$ cat src/rtl/fetch_unit.sv
// Instruction fetch front end: walks a fetch pointer through a combinational
// program ROM and buffers up to two {instruction, pc} pairs for the decoder.
// Supports single-cycle redirect (JUMP) and a stop-fetch state (HALT_REQ).
module fetch_unit #(
    parameter logic [15:0] RESET_PC = 16'h0000
) (
    input  logic        CLK,
    input  logic        RST_N,
    output logic [15:0] ROM_ADDR,
    input  logic [15:0] ROM_DATA,
    output logic [15:0] INST,
    output logic [15:0] INST_PC,
    output logic        INST_VALID,
    input  logic        INST_READY,
    input  logic        JUMP,
    input  logic [15:0] JUMP_ADDR,
    input  logic        HALT_REQ,
    output logic        STOPPED
);

    typedef enum logic {
        StRun  = 1'b0,
        StStop = 1'b1
    } state_t;

    state_t      r_state;
    state_t      w_state_d;
    logic [15:0] r_fpc;
    logic [15:0] w_fpc_d;
    logic [1:0]  r_count;
    logic [1:0]  w_count_d;
    logic [15:0] r_inst0;
    logic [15:0] r_inst1;
    logic [15:0] r_pc0;
    logic [15:0] r_pc1;
    logic [15:0] w_inst0_d;
    logic [15:0] w_inst1_d;
    logic [15:0] w_pc0_d;
    logic [15:0] w_pc1_d;
    logic        r_stopped;
    logic        w_pop;
    logic        w_push;
    logic        w_push_slot0;

    // State register, fetch pointer, FIFO storage and the STOPPED flag.
    always_ff @(posedge CLK or negedge RST_N) begin
        if (!RST_N) begin
            r_state   <= StRun;
            r_fpc     <= RESET_PC;
            r_count   <= 2'd0;
            r_inst0   <= 16'h0000;
            r_inst1   <= 16'h0000;
            r_pc0     <= 16'h0000;
            r_pc1     <= 16'h0000;
            r_stopped <= 1'b0;
        end else begin
            r_state   <= w_state_d;
            r_fpc     <= w_fpc_d;
            r_count   <= w_count_d;
            r_inst0   <= w_inst0_d;
            r_inst1   <= w_inst1_d;
            r_pc0     <= w_pc0_d;
            r_pc1     <= w_pc1_d;
            // Tracks the state register exactly, so it rises with the move to STOP.
            r_stopped <= (w_state_d == StStop);
        end
    end

    // Next-state logic: JUMP always returns to RUN and beats HALT_REQ.
    always_comb begin
        w_state_d = r_state;
        if (JUMP) begin
            w_state_d = StRun;
        end else if ((r_state == StRun) && HALT_REQ) begin
            w_state_d = StStop;
        end
    end

    // Pop/push decisions and FIFO/fetch-pointer next values.
    always_comb begin
        w_pop        = (r_count != 2'd0) && INST_READY && !JUMP;
        w_push       = (r_state == StRun) && !JUMP && !HALT_REQ &&
                       ((r_count != 2'd2) || w_pop);
        // New entry lands in slot 0 when the buffer is (or becomes) empty.
        w_push_slot0 = (r_count == 2'd0) || ((r_count == 2'd1) && w_pop);

        w_fpc_d   = r_fpc;
        w_count_d = r_count;
        w_inst0_d = r_inst0;
        w_inst1_d = r_inst1;
        w_pc0_d   = r_pc0;
        w_pc1_d   = r_pc1;

        if (JUMP) begin
            w_fpc_d   = JUMP_ADDR;
            w_count_d = 2'd0;
        end else begin
            if (w_pop) begin
                w_inst0_d = r_inst1;
                w_pc0_d   = r_pc1;
            end
            if (w_push) begin
                w_fpc_d = r_fpc + 16'd1;
                if (w_push_slot0) begin
                    w_inst0_d = ROM_DATA;
                    w_pc0_d   = r_fpc;
                end else begin
                    w_inst1_d = ROM_DATA;
                    w_pc1_d   = r_fpc;
                end
            end
            w_count_d = r_count + {1'b0, w_push} - {1'b0, w_pop};
        end
    end

    // Head entry is masked to zero whenever the buffer is empty.
    always_comb begin
        ROM_ADDR   = r_fpc;
        INST_VALID = (r_count != 2'd0);
        INST       = INST_VALID ? r_inst0 : 16'h0000;
        INST_PC    = INST_VALID ? r_pc0 : 16'h0000;
        STOPPED    = r_stopped;
    end

endmodule

$ cat config.mk
export PLATFORM = sky130hd
export DESIGN_NAME = fetch_unit
export DESIGN_NICKNAME = d
export VERILOG_FILES = /design/src/rtl/fetch_unit.sv
export SDC_FILE = /design/constraint.sdc
export NUM_CORES = 1
export LEC_CHECK = 0
export ABC_AREA = 1
export BUFFER_PORTS_ARGS = -buffer_cell sky130_fd_sc_hd__buf_2
export CAP_MARGIN = 20
export CELL_PAD_IN_SITES_DETAIL_PLACEMENT = 0
export CELL_PAD_IN_SITES_GLOBAL_PLACEMENT = 2
export CORE_ASPECT_RATIO = 0.9
export CORE_MARGIN = 3
export CORE_UTILIZATION = 33
export CTS_BUF_LIST = sky130_fd_sc_hd__clkbuf_8 sky130_fd_sc_hd__clkbuf_16
export DETAILED_ROUTE_END_ITERATION = 6
export PLACE_DENSITY_LB_ADDON = 0.1
export SLEW_MARGIN = 10
export SYNTH_ARGS = -nofsm -noshare
export SYNTH_HDL_FRONTEND = slang
export SYNTH_SLANG_ARGS = --single-unit
$ cat constraint.sdc
create_clock -name CLK -period 4.2 [get_ports CLK]
set_input_delay 0.84 -clock CLK [delete_from_list [all_inputs] [get_ports CLK]]
set_output_delay 0.84 -clock CLK [all_outputs]
set_load 0.02 [all_outputs]
=== Word level (Yosys, flattened, before mapping) ===
Cells that the tools add are included.

* Register bits after elaboration: 83
* Output and inout bits: 50
* Logic and storage cells: 44
* Bits of input ports: 37

* Equality and inequality tests: 2
* Bitwise gates (word level): 3
* $add $sub $neg: 3
* Muxes and demuxes: 13
* Reductions and logical operators: 16

{| class="wikitable"
|+ Operators with widths
! cell !! count
|-
| $mux 16 || 10
|-
| $add 16x1->16 const B || 1
|-
| $logic_and 1x1->1 || 7
|-
| $reduce_bool 2->1 || 3
|-
| $not 1->1 || 3
|-
| $reduce_and 3->1 || 1
|-
| $add 2x1->2 || 1
|-
| $eq 2x1->1 const B || 1
|-
| $logic_not 1->1 || 2
|-
| $logic_not 2->1 || 1
|-
| $logic_or 1x1->1 || 2
|-
| $mux 1 || 2
|-
| $mux 2 || 1
|-
| $ne 2x2->1 const B || 1
|-
| $sub 2x1->2 || 1
|}

=== Depth between registers and ports, before layout ===
* Depth in word-level cells: 8
* Mapped depth: 12
* Gate-level depth less buffers: 10

=== Least setup slack after synthesis ===
No wires, ideal clock.

* Path type: input to register
* Start: in JUMP
* End: reg r_count[1]
* Stages: 12
* Setup slack: 1980 ps
* Required time: 4068 ps
* Buffers on the path: 2
* Setup time: 132 ps
* Arrival time: 2088 ps
* Path through: buf_6 inv_6 nand2_1 inv_1 nand2_2 inv_2 buf_4 ha_1 inv_1 ha_1 xor2_1 nor2_1

* Word-level cells in the longest chain between the ends: 7
* Elaborated cells on any way between the ends: 9
* Those cells by class: add/sub: 2; mux: 1; reduce/logical: 6

{| class="wikitable"
|+ RTL lines
! what !! RTL line !! source
|-
| start: declaration || 15 || <nowiki>input logic JUMP,</nowiki>
|-
| $logic_not 1->1 || 81, 82 ||
|-
| $logic_and 1x1->1 (on tied branches) || 82, 81 ||
|-
| $logic_and 1x1->1 or $logic_or 1x1->1 (tied branches) || 82, 83 ||
|-
| $logic_and 1x1->1 || 82 || <nowiki>w_push = (r_state == StRun) && !JUMP && !HALT_REQ &&</nowiki>
|-
| $add 2x1->2 || 112 || <nowiki>w_count_d = r_count + {1'b0, w_push} - {1'b0, w_pop};</nowiki>
|-
| $sub 2x1->2 || 112 ||
|-
| $mux 2 * || 94 || <nowiki>if (JUMP) begin</nowiki>
|-
| named net w_count_d[1] || 31 || <nowiki>logic [1:0] w_count_d;</nowiki>
|-
| end signal: assignment || 59 || <nowiki>r_count <= w_count_d;</nowiki>
|-
| end: declaration || 30 || <nowiki>logic [1:0] r_count;</nowiki>
|}

The timed path passes the listed nets; every way through them passes the cells marked *.
A chain may end at the register's enable or synchronous reset.

=== Worst setup path after layout ===
* Start: reg r_count[1]
* End: out INST[6]

* Word-level cells in the longest chain between the ends: 2

{| class="wikitable"
|+ RTL lines
! what !! RTL line !! source
|-
| $reduce_bool 2->1 || 119 || <nowiki>INST_VALID = (r_count != 2'd0);</nowiki>
|-
| $mux 16 || 120 || <nowiki>INST = INST_VALID ? r_inst0 : 16'h0000;</nowiki>
|-
| end: declaration || 11 || <nowiki>output logic [15:0] INST,</nowiki>
|}

Every way passes these cells.

==> metrics.txt <==
# TYPE chip_impl_metric gauge
chip_impl_info{name="critPathTopFamily",value="buffers and inverters"} 1
chip_impl_metric{name="hold_buffers",unit=""} 0
chip_impl_metric{name="drt.antenna.violating_nets",unit=""} 0
chip_impl_info{name="yosys-top-cells-count",value="220 x sky130_fd_sc_hd__nand2_1, 143 x sky130_fd_sc_hd__nor2_1, 83 x sky130_fd_sc_hd__dfrtp_1"} 1
chip_impl_metric{name="rr_worst_depth",unit=""} 6
chip_impl_metric{name="antenna-diode-count",unit=""} 0
chip_impl_metric{name="port_buffers",unit=""} 86
chip_impl_metric{name="final_cells",unit=""} 885
chip_impl_metric{name="post-place-ws",unit="ps"} 1170
chip_impl_metric{name="worstHoldPathCells",unit=""} 2
chip_impl_metric{name="synthDominantCellAreaShare",unit="%"} 46.8
chip_impl_metric{name="share_clk_of_total_power",unit="%"} 27.0
chip_impl_metric{name="placed_cells_incl_taps",unit=""} 868
chip_impl_info{name="crit_chain",value="or2_4, inv_1, buf_16, buf_4, nor2_1, buf_2"} 1
chip_impl_metric{name="synth_seq_area_share",unit="%"} 46.8
chip_impl_info{name="setup_repair_after_global_routing_missed_its_margin",value="no"} 1
chip_impl_metric{name="grt_pass1_vias",unit=""} 4186
chip_impl_metric{name="yosys_warnings",unit=""} 0
chip_impl_metric{name="worst-path-max-fanout",unit=""} 23
chip_impl_metric{name="top_level_ports",unit=""} 87
chip_impl_metric{name="setup_violations",unit=""} 0
chip_impl_metric{name="final.setup_skew",unit="ps"} 4.95
chip_impl_metric{name="timing.setup.tns",unit="ps"} 0
chip_impl_metric{name="finish.net_count",unit=""} 756
chip_impl_metric{name="max_stage_delay",unit="ps"} 420
chip_impl_metric{name="antenna_found_initial",unit=""} 0
chip_impl_info{name="result_of_the_run",value="completed"} 1
chip_impl_metric{name="min_period_over_period",unit="%"} 64.0
chip_impl_metric{name="max_freq",unit="MHz"} 372
chip_impl_metric{name="rows",unit=""} 39
chip_impl_metric{name="routed-wl-met3",unit="um"} 683
chip_impl_metric{name="drt-initial-drc-count",unit=""} 263
chip_impl_metric{name="met2WireLength",unit="um"} 5800
chip_impl_info{name="top_cells_by_area_in_the_synthesized_netlist",value="sky130_fd_sc_hd__dfrtp_1 47%, sky130_fd_sc_hd__nand2_1 19%, sky130_fd_sc_hd__nor2_1 12%, sky130_fd_sc_hd__nand3_1 6.4%, sky130_fd_sc_hd__inv_1 5.7%"} 1
chip_impl_metric{name="finalWorstPathRequiredPeriod",unit="ps"} 2690
chip_impl_metric{name="power.switching",unit="mW"} 1.10
chip_impl_metric{name="grt_usage",unit="%"} 19.3
chip_impl_metric{name="postRouteWirelength",unit="um"} 13200
chip_impl_metric{name="vias",unit=""} 4116
chip_impl_metric{name="irDropWorstVdd",unit="mV"} 0.325
chip_impl_metric{name="final-hold-violation-count",unit=""} 0
chip_impl_metric{name="firstDrtPassIters",unit=""} 4
chip_impl_metric{name="insertion_delay",unit="ps"} 340
chip_impl_metric{name="die_h",unit="um"} 116
chip_impl_metric{name="grt_max_degree",unit=""} 75
chip_impl_info{name="clock_tree.root_cell",value="sky130_fd_sc_hd__clkbuf_16"} 1
chip_impl_metric{name="timing.max_slew.rel_slack",unit="%"} 34.7
chip_impl_metric{name="post_cts.resized_instances",unit=""} 0
chip_impl_metric{name="place.gp.congestion",unit=""} 0.788
chip_impl_metric{name="hold_ws",unit="ps"} 469
chip_impl_info{name="synth_flop_cell",value="sky130_fd_sc_hd__dfrtp_1"} 1
chip_impl_metric{name="placed_area",unit="um2"} 4950
chip_impl_metric{name="tightestPinTransition",unit="ps"} 979
chip_impl_metric{name="drt-vias-per-instance",unit=""} 4.65
chip_impl_metric{name="synth-edff-count",unit=""} 0
chip_impl_metric{name="dieArea",unit="um2"} 14900
chip_impl_metric{name="fraction_of_registers_with_async_set_or_reset_after_synthesis",unit="%"} 100
chip_impl_metric{name="layout.cell_area.non_filler",unit="um2"} 5290
chip_impl_metric{name="post-route-util",unit="%"} 40.9
chip_impl_metric{name="post_synth.cell_area_avg",unit="um2"} 6.93
chip_impl_info{name="synth_most_common_cell",value="sky130_fd_sc_hd__nand2_1"} 1
chip_impl_metric{name="starting_density_of_the_core",unit="%"} 34.3
chip_impl_metric{name="syn_area",unit="um2"} 4440
chip_impl_metric{name="gr-total-overflow",unit=""} 0
chip_impl_info{name="post-synth-top-area-cell",value="sky130_fd_sc_hd__dfrtp_1"} 1
chip_impl_info{name="tritoncts",value="yes"} 1
chip_impl_info{name="timing_worst_setup_path_type",value="reg -> out"} 1
chip_impl_metric{name="p_total",unit="mW"} 3.02
chip_impl_metric{name="worstPathRequired",unit="ps"} 3360
chip_impl_metric{name="core",unit="um2"} 12900
chip_impl_metric{name="worstSetupPathDepth",unit=""} 6
chip_impl_metric{name="dp.final_hpwl",unit="um"} 8550
chip_impl_metric{name="drc",unit=""} 0
chip_impl_metric{name="cap_viol_max_count",unit=""} 0
chip_impl_metric{name="wire_per_inst",unit="um"} 15.0
chip_impl_metric{name="crit_path_setup_slack_layout",unit="ps"} 1510
chip_impl_metric{name="p_seq_share",unit="%"} 43.0
chip_impl_metric{name="cts-buffers-inserted",unit=""} 9
chip_impl_metric{name="power.density_cell_area",unit="nW/um2"} 571
chip_impl_metric{name="drt-met1-wl",unit="um"} 6620
chip_impl_info{name="cp_slowest_cell",value="sky130_fd_sc_hd__dfrtp_1"} 1
chip_impl_metric{name="netSwitchingFraction",unit="%"} 36.5
chip_impl_info{name="cp-end-kind",value="output port"} 1
chip_impl_info{name="worstSetupStartpointType",value="flop"} 1
chip_impl_metric{name="grt_first_pass_wirelength",unit="um"} 22200
chip_impl_metric{name="cts-root-to-sink-buffers",unit=""} 2
chip_impl_metric{name="slew_viol_final",unit=""} 0
chip_impl_metric{name="tritoncts_num_sinks",unit=""} 83
chip_impl_metric{name="power.static_leakage",unit="nW"} 3.08
chip_impl_metric{name="power_report.internal_total",unit="mW"} 1.92
chip_impl_metric{name="postSynthRegisterBits",unit=""} 83
chip_impl_metric{name="pwr-share-comb",unit="%"} 30.0
chip_impl_metric{name="h-tree-depth",unit=""} 3
chip_impl_metric{name="areaGrowthSynthToFinish",unit="%"} 19.0
chip_impl_info{name="worst_min_path_class",value="reg -> reg"} 1
chip_impl_metric{name="critPathArrivalTime",unit="ps"} 1850
chip_impl_metric{name="fraction_of_layout_instances_using_a_drive_strength_above_1",unit="%"} 16.8
chip_impl_metric{name="clk_pin_slew_worst_paths",unit="ps"} 60
chip_impl_metric{name="die_w",unit="um"} 128
chip_impl_metric{name="synthCells",unit=""} 641
chip_impl_metric{name="critical_path.n_buffers_inverters",unit=""} 4
chip_impl_metric{name="synth.lib_cells_used.distinct",unit=""} 27
chip_impl_metric{name="post-cts-setup-buffers",unit=""} 0
chip_impl_metric{name="syn_nets",unit=""} 681
chip_impl_info{name="routed.top_layer",value="met4"} 1
[sequential cells by signal, summed over array words and instances (netlist names)]
name      cells
ROM_ADDR     16
r_inst0      16
r_inst1      16
r_pc0        16
r_pc1        16
r_count       2
STOPPED       1
[per-layer routing]
metal	vias up	track usage (%)
met5	-	0
met4	0	4.95
met3	8	5.21
met2	93	29.4
met1	1931	27.4
li1	2084	-
[cell families after synthesis]
group	after synthesis	synth area share (%)
AND/OR/NAND/NOR	433	39.3
buffers and inverters	98	9.61
flip-flops	83	46.8
AO/OA/AOI/OAI	19	2.51
XOR/XNOR	5	0.986
adder cells (fa/ha/maj)	3	0.845
[placed cells by master, fill, tap and decap left out, types with 2 or more instances in the layout]
master and n:
sky130_fd_sc_hd__buf_2 85, sky130_fd_sc_hd__inv_1 68, sky130_fd_sc_hd__clkbuf_8 2, sky130_fd_sc_hd__inv_2 3, sky130_fd_sc_hd__nor2_1 143, sky130_fd_sc_hd__ha_1 3, sky130_fd_sc_hd__clkinv_2 2, sky130_fd_sc_hd__nand2_2 3
sky130_fd_sc_hd__nand2_1 220, sky130_fd_sc_hd__nor2_2 2, sky130_fd_sc_hd__clkbuf_16 9, sky130_fd_sc_hd__o21ai_1 13, sky130_fd_sc_hd__buf_4 5, sky130_fd_sc_hd__o21ai_0 2, sky130_fd_sc_hd__xor2_1 4, sky130_fd_sc_hd__nand3_1 57
sky130_fd_sc_hd__dfrtp_1 83, sky130_fd_sc_hd__nand4_1 4
[path summary, 6_finish.rpt]
path,start,to,slack (ps)
worst max-delay path,r_count[1],INST[6],1510
worst min-delay path,r_inst1[6],r_inst1[6],470
worst max register to register,STOPPED,r_pc0[7],2020
worst min register to register,r_inst1[6],r_inst1[6],470
max in group asynchronous,RST_N,r_pc0[1],2810
min in group asynchronous,RST_N,r_pc1[8],660
[final cells by class]
type	instances	area, um2
flip-flops and latches	83	2080
well taps	164	205
clock buffers	11	253
clock inverters	5	52.6
fillers	1427	7640
multi-input cells	460	1940
repair buffers	91	490
inverters	71	272
[worst reg2reg max path, cell delays in order, from the launching register on]
cell	delay [ps]
sky130_fd_sc_hd__dfrtp_1	370
sky130_fd_sc_hd__inv_1	90
sky130_fd_sc_hd__nand3_2	110
sky130_fd_sc_hd__a21oi_4	510
sky130_fd_sc_hd__nand2_2	600
sky130_fd_sc_hd__nor2_1	300
sky130_fd_sc_hd__nor2_1	70
[power groups by stage]
stage	clock (mW)	sequential (mW)	combinational (mW)
global placement	0	1.30	0.890
finish	0.814	1.30	0.906
CTS	0.841	1.30	0.913
global route	0.874	1.34	1.07
detailed placement	0	1.31	0.908
floorplan	0	1.27	0.657
Note: power is estimated with default switching activity, not from simulation.
